File: src/rtl/wb_stream_writer_ctrl.sv
// Wishbone burst-read DMA controller: fetches a circular memory buffer in
// fixed-size bursts and pushes every returned word into the outgoing stream FIFO.
//
// state    | meaning
// S_IDLE   | no bus cycle; waits for a start pulse or for FIFO room for a whole burst
// S_ACTIVE | cyc/stb asserted, one word fetched per ack until the burst ends
module wb_stream_writer_ctrl #(
    parameter int WB_AW         = 32,
    parameter int WB_DW         = 32,
    parameter int FIFO_AW       = 0,
    parameter int MAX_BURST_LEN = 0
) (
    input  logic               wb_clk_i,
    input  logic               wb_rst_i,

    output logic [WB_AW-1:0]   wbm_adr_o,
    output logic [WB_DW-1:0]   wbm_dat_o,
    output logic [WB_DW/8-1:0] wbm_sel_o,
    output logic               wbm_we_o,
    output logic               wbm_cyc_o,
    output logic               wbm_stb_o,
    output logic [2:0]         wbm_cti_o,
    output logic [1:0]         wbm_bte_o,
    input  logic [WB_DW-1:0]   wbm_dat_i,
    input  logic               wbm_ack_i,
    input  logic               wbm_err_i,

    output logic [WB_DW-1:0]   fifo_d,
    output logic               fifo_wr,
    input  logic [FIFO_AW:0]   fifo_cnt,

    output logic               busy,
    output logic               err,
    input  logic               enable,
    output logic [WB_DW-1:0]   tx_cnt,
    input  logic [WB_AW-1:0]   start_adr,
    input  logic [WB_AW-1:0]   buf_size,
    input  logic [WB_AW-1:0]   burst_size
);

    localparam int BC_W = (MAX_BURST_LEN > 2) ? $clog2(MAX_BURST_LEN) : 1;
    localparam int FIFO_DEPTH = 1 << FIFO_AW;
    localparam logic [FIFO_AW:0] FIFO_DEPTH_V = FIFO_DEPTH[FIFO_AW:0];

    localparam logic [2:0] CTI_CLASSIC = 3'b000;
    localparam logic [2:0] CTI_INCR    = 3'b010;
    localparam logic [2:0] CTI_EOB     = 3'b111;

    typedef enum logic [1:0] {
        S_IDLE   = 2'd0,
        S_ACTIVE = 2'd1
    } state_t;

    state_t           state_q, state_d;
    logic             busy_q, busy_d;
    logic             err_q, err_d;
    logic [WB_DW-1:0] tx_cnt_q, tx_cnt_d;
    logic [BC_W-1:0]  burst_cnt_q, burst_cnt_d;

    logic [FIFO_AW:0] space;
    logic             fifo_ready;
    logic             burst_end;
    logic             last_adr;
    logic [WB_AW-1:0] buf_words;
    logic             unused_buf_lsb;

    // A burst is only launched when the FIFO can absorb all of it.
    assign space      = FIFO_DEPTH_V - fifo_cnt;
    assign fifo_ready = WB_AW'(space) >= burst_size;
    assign burst_end  = WB_AW'(burst_cnt_q) == (burst_size - WB_AW'(1));

    assign buf_words      = {2'b00, buf_size[WB_AW-1:2]};
    assign last_adr       = tx_cnt_q == WB_DW'(buf_words - WB_AW'(1));
    assign unused_buf_lsb = ^buf_size[1:0];

    assign wbm_adr_o = start_adr + (WB_AW'(tx_cnt_q) << 2);
    assign wbm_dat_o = '0;
    assign wbm_sel_o = '1;
    assign wbm_we_o  = 1'b0;
    assign wbm_bte_o = 2'b00;

    assign fifo_d = wbm_dat_i;
    assign busy   = busy_q;
    assign err    = err_q;
    assign tx_cnt = tx_cnt_q;

    always_comb begin
        state_d     = state_q;
        busy_d      = busy_q;
        err_d       = err_q;
        tx_cnt_d    = tx_cnt_q;
        burst_cnt_d = '0;
        wbm_cyc_o   = 1'b0;
        wbm_stb_o   = 1'b0;
        wbm_cti_o   = CTI_CLASSIC;
        fifo_wr     = 1'b0;

        case (state_q)
            S_IDLE: begin
                if (enable && !busy_q) begin
                    busy_d   = 1'b1;
                    err_d    = 1'b0;
                    tx_cnt_d = '0;
                end
                if (busy_q && fifo_ready) begin
                    state_d = S_ACTIVE;
                end
            end

            S_ACTIVE: begin
                wbm_cyc_o   = 1'b1;
                wbm_stb_o   = 1'b1;
                wbm_cti_o   = burst_end ? CTI_EOB : CTI_INCR;
                burst_cnt_d = burst_cnt_q;

                // Error beats the ack: the word is discarded and the offset stays put.
                if (wbm_err_i) begin
                    state_d     = S_IDLE;
                    busy_d      = 1'b0;
                    err_d       = 1'b1;
                    burst_cnt_d = '0;
                end else if (wbm_ack_i) begin
                    fifo_wr  = 1'b1;
                    tx_cnt_d = last_adr ? '0 : tx_cnt_q + WB_DW'(1);
                    if (burst_end) begin
                        state_d     = S_IDLE;
                        burst_cnt_d = '0;
                        if (last_adr) begin
                            busy_d = 1'b0;
                        end
                    end else begin
                        burst_cnt_d = burst_cnt_q + BC_W'(1);
                    end
                end
            end

            default: begin
                state_d = S_IDLE;
            end
        endcase
    end

    always_ff @(posedge wb_clk_i) begin
        if (!wb_rst_i) begin
            state_q     <= S_IDLE;
            busy_q      <= 1'b0;
            err_q       <= 1'b0;
            tx_cnt_q    <= '0;
            burst_cnt_q <= '0;
        end else begin
            state_q     <= state_d;
            busy_q      <= busy_d;
            err_q       <= err_d;
            tx_cnt_q    <= tx_cnt_d;
            burst_cnt_q <= burst_cnt_d;
        end
    end

endmodule

File: config.mk
export PLATFORM = sky130hd
export DESIGN_NAME = wb_stream_writer_ctrl
export DESIGN_NICKNAME = d
export VERILOG_FILES = /design/src/rtl/wb_stream_writer_ctrl.sv
export SDC_FILE = /design/constraint.sdc
export NUM_CORES = 1
export LEC_CHECK = 0
export BUFFER_PORTS_ARGS = -buffer_cell sky130_fd_sc_hd__buf_4
export CAP_MARGIN = 20
export CORE_UTILIZATION = 30
export CTS_CLUSTER_DIAMETER = 100
export DETAILED_ROUTE_END_ITERATION = 8
export GPL_TIMING_DRIVEN = 0
export MAX_ROUTING_LAYER = met4
export PLACE_DENSITY = 0.7
export SLEW_MARGIN = 20
export SYNTH_ARGS = -nofsm -noshare
export SYNTH_HDL_FRONTEND = slang
export SYNTH_SLANG_ARGS = --single-unit
File: constraint.sdc
create_clock -name wb_clk_i -period 3.28 [get_ports wb_clk_i]
set_clock_uncertainty 0.15 [all_clocks]
set_input_delay 0.328 -clock wb_clk_i [delete_from_list [all_inputs] [get_ports wb_clk_i]]
set_output_delay 0.328 -clock wb_clk_i [all_outputs]
set_load 0.02 [all_outputs]
# --- After elaboration in Yosys (flattened, before gate mapping) ---
# Index checks and enable logic that the tools add are counted.
totals:
  memories: 0
  romBits: 0
  reg_bits: 37
  ramBits: 0
  elab_cells: 61
  output_inout_bits: 143
  input_bits: 134
  latchBits: 0
classes:
  n_reduce_logical: 10
  n_shift: 0
  n_bitwise: 2
  n_eq_ne: 11
  n_lt_le_gt_ge: 1
  div_mod_pow: 0
  n_addsub: 6
  muxes: 26
  n_mul: 0
ops:
  columns: ["operator", "count"]
  rows:
  - ["$mux 32", 4]
  - ["$pmux 32 s2", 1]
  - ["$add 32x1->32 const B", 1]
  - ["$add 32x32->32", 1]
  - ["$eq 1x32->1", 1]
  - ["$eq 32x32->1", 1]
  - ["$ge 1x32->1", 1]
  - ["$sub 32x1->32 const B", 1]
  - ["$sub 30x1->31 const B", 1]
  - ["$mux 1", 12]
  - ["$ne 2x2->1 const B", 5]
  - ["$ne 3x3->1 const B", 3]
  - ["$mux 2", 4]
  - ["$mux 3", 2]
  - ["$reduce_and 3->1", 2]
  - ["$reduce_and 5->1", 1]
  - ["$pmux 1 s2", 2]
  - ["$pmux 2 s2", 1]
  - ["$reduce_and 4->1", 1]
  - ["$reduce_or 3->1", 1]
  - ["$eq 2x1->1 const B", 1]
  - ["$logic_and 1x1->1", 2]
  - ["$logic_not 2->1", 1]
  - ["$not 1->1", 2]
  - ["other kinds (4)", 4]

# --- Depth between registers and ports, before layout ---
depth:
  ltp_word: 7
  mapped_depth: 12
  mapped_depth_nobuf: 12

# --- Worst setup path after synthesis ---
# OpenSTA, ideal clock, no wires.
synth_timing:
  path_type: "register to output"
  startpoint: "reg tx_cnt_q[0], in the netlist tx_cnt[0]"
  endpoint: "out wbm_adr_o[30]"
  path_stages_with_launch: 13
  setup_slack_ps: -253
  path_buffers: 0
  arrival_time_ps: 3055
  required_ps: 2802
  path_cell_list: "dfxtp_1 ha_1 inv_1 fa_1 nand2b_1 a21oi_1 nor3_1 o21ai_0 o31a_1 a311oi_1 o31ai_1 o41ai_1 xnor2_1"
synth_via:
  elab_chain_len: 1
synth_rtl:
  columns: ["item", "line_no", "source"]
  rows:
  - ["start: declaration", "57", "logic [WB_DW-1:0] tx_cnt_q, tx_cnt_d;"]
  - ["start signal: assignment", "154", "tx_cnt_q <= tx_cnt_d;"]
  - ["$add 32x32->32", "76", "assign wbm_adr_o = start_adr + (WB_AW'(tx_cnt_q) << 2);"]
  - ["end: declaration", "16", "output logic [WB_AW-1:0] wbm_adr_o,"]
# Every way passes these cells.

# --- Worst setup path after layout ---
# Same ends and word-level chain as after synthesis.

==> summary.txt <==
Run status
  • Outcome: finished with violations
  • Failing checks: setup timing

Place
  • DP Area: 7257 um^2
  • Port bufs: 200
  • Final Wtd Congestion: 0.8668
  • Post-DP HPWL: 13830 um

Layout
  • Final Util: 0.4914
  • Footprint of the multi-input gates: 4619 um^2
  • Design area: 8499 um^2
  • Share of cells above drive strength 1: 0.4477
  • Net count, final: 1181
  • Register area: 763.2 um^2
  • Fillers: 1699
  • Ant diodes: 0
  • Area growth syn-to-layout: 59.57%

Floorplanning
  • Die area: 18290 um^2
  • Die height: 135.2 um
  • IO Pins: 277
  • Rows: 48
  • Initial Util: 0.3079
  • Floorplan Core Area: 17300 um^2
  • Width of the die: 135.2 um

Synth
  • Yosys top cell area share: 0.1353
  • Library cells used by synthesis: 63
  • Top-count cell post-synth: buf_4
  • Synth Register Bits: 36
  • Synthesized area: 5326 um^2
  • Syn avg cell area: 7.286 um^2
  • Primary FF master, synth: dfxtp_1
  • Ys Warns: 0
  • Post-synth ARST share: 0
  • Cell taking the most area after synthesis: dfxtp_1
  • Most frequent cells after synthesis: buf_4 (77), a21oi_1 (54), nand2_1 (53)
  • Sequential-to-total area share from yosys stat: 0.1353
  • Mapped Cells: 731
  • EDFF count, synth: 0
  • Main area contributors after synthesis: dfxtp_1 (14%), buf_4 (11%), ha_1 (7.8%)

Hold path
  • Hold Path Class: input pin to flip-flop
  • Hold Path Depth: 3

Setup path
  • Worst EP arrival: 2900 ps
  • Classification of the worst setup path: flip-flop to output pin
  • Required @ worst endpoint: 2800 ps
  • CP Capture Type: output pin
  • CP Max Fanout: 2
  • Reg2reg path depth: 11
  • Startpoint types: flip-flop

Timing
  • Final worst path period share: 1.029
  • Hold Violations, Final: 0
  • Fin worst setup slack: -93.95 ps
  • F_max: 296.4 MHz
  • Final setup viols: 3
  • Final min period: 3374 ps
  • Worst rel slew slack: 0.4021
  • Slew Limit Fails: 0
  • Worst Tran Pin Value: 896.9 ps
  • RSZ-0062 raised after global routing: yes

Routing
  • DRC: 0
  • Vias per cell: 4.998
  • Drt total wl: 18310 um
  • DR pass1 iterations: 5
  • 1st-iter DRT viols: 377
  • ANT nets after route: 0
  • Detail-routed net length per standard cell: 14.78 um
  • Vias: 6193

Clock network
  • CTS sink cnt: 36
  • Clock slew at reported path FFs: 60 ps
  • Total CTS buffers: 5
  • Max clock buf depth: 2
  • Root Buffer Master: clkbuf_16
  • H-tree Lvls: 2
  • CTS Hold Bufs: 0
  • Clock latency on the worst-skew pair: 290 ps
  • CTS tree: built

Global route
  • Global Route Usage Sum: 0.1955
  • Number of global-route vias before repair: 5754
  • Antenna violations before repair: 0
  • GRT overflow: 0
  • Largest net degree at the start of global routing: 12
  • First-pass GRT wire length: 27750 um

Power
  • Peak supply drop: 0.1732 mV
  • Static Leakage: 3.682 nW
  • Tot Pwr: 1.519 mW
  • PwrDens: 178.8 nW/um^2

Job
  • Number of max-cap violations: 0
==> where the power goes <==
group | total (mW) | internal (mW) | switching, mW
Clock | 0.499 | 0.300 | 0.199
Combinational | 0.589 | 0.289 | 0.300
Sequential | 0.431 | 0.431 | 0.000780
==> cells by family (layout without fill, tap and decap cells) <==
group / Yosys count / after routing / synth area share
buffers and inverters: 135 / 380 / 0.1527
multiplexers: 19 / 19 / 0.03594
other: 2 / 39 / 0.001410
adder cells (fa/ha/maj): 34 / 34 / 0.08128
XOR/XNOR: 68 / 68 / 0.1118
AND/OR/NAND/NOR: 263 / 263 / 0.2687
AO/OA/AOI/OAI: 174 / 175 / 0.2128
flip-flops: 36 / 36 / 0.1353
==> stage by stage <==
step	hold WS (ps)	TNS [ps]	setup WS, ps	cells
3_5_place_dp	317.4	-24150	-779.4	1193
5_1_grt	209.2	-1889	-218.1	1239
3_3_place_gp	310.0	-21870	-716.2	1193
6_report	184.4	-180.8	-93.95	1239
4_1_cts	184.8	-1061	-251.6	1228
2_1_floorplan	355.5	-0.7658	-0.7658	768
==> cell type report <==
type	count	area share
multi-input cells	598	0.5435
clock buffers	6	0.01634
inverters	40	0.01767
repair buffers	239	0.2183
plain buffers	93	0.08008
clock inverters	2	0.001178
well taps	225	0.03312
flip-flops and latches	36	0.08980
==> worst max-delay path, cell delays in order (launching register included) <==
cell and delay [ps]:
dfxtp_4 350, ha_4 160, inv_2 50, fa_2 190, nand2b_4 140, a21oi_4 70
nor3_4 200, o21ai_4 90, o31a_1 280, a311oi_2 370, o31ai_2 150, o41ai_2 250
xnor2_1 160, buf_4 160
==> final timing paths <==
path / start / to / slack (ps)
setup / recovery: tx_cnt[0] / wbm_adr_o[30] / -90
hold / removal: wbm_ack_i / burst_cnt_q / 180
hold reg to reg: err / err / 330
setup reg to reg: tx_cnt[24] / tx_cnt[22] / 130
==> layout by cell type, fill, tap and decap left out, types with 18 or more instances in the layout <==
cell | synthesis | layout
nor2_1 | 50 | 47
xnor2_1 | 40 | 40
inv_1 | 40 | 39
nor3_1 | 27 | 24
ha_1 | 33 | 18
conb_1 | 2 | 39
o21ai_0 | 32 | 21
a21oi_1 | 54 | 29
xor2_1 | 28 | 28
nand2_1 | 53 | 50
buf_4 | 77 | 302
dfxtp_1 | 36 | 20
a21oi_2 | 0 | 23
nand3_1 | 24 | 20
==> flip-flops by register name, indices dropped and copies added (netlist names) <==
register     count
tx_cnt          32
burst_cnt_q      1
err              1
busy             1
state_q          1
==> layer usage <==
| metal | vias up | global-route usage | routed length, um |
|---|---|---|---|
| met5 | - | - | 0 |
| met4 | 0 | 0.04245 | 236 |
| met3 | 21 | 0.04489 | 1476 |
| met2 | 236 | 0.3251 | 8786 |
| met1 | 2826 | 0.2391 | 7812 |
| li1 | 3110 | - | - |
==> timing repair <==
| action | CTS | global route |
|---|---|---|
| setup endpoints to repair | 50 | 45 |
| setup buffers | 24 | 17 |
| pin swaps | 41 | 40 |
| gates resized for setup | 114 | 66 |
| gates cloned | 5 | 0 |
No activity file was read; power rests on OpenSTA's default activity.
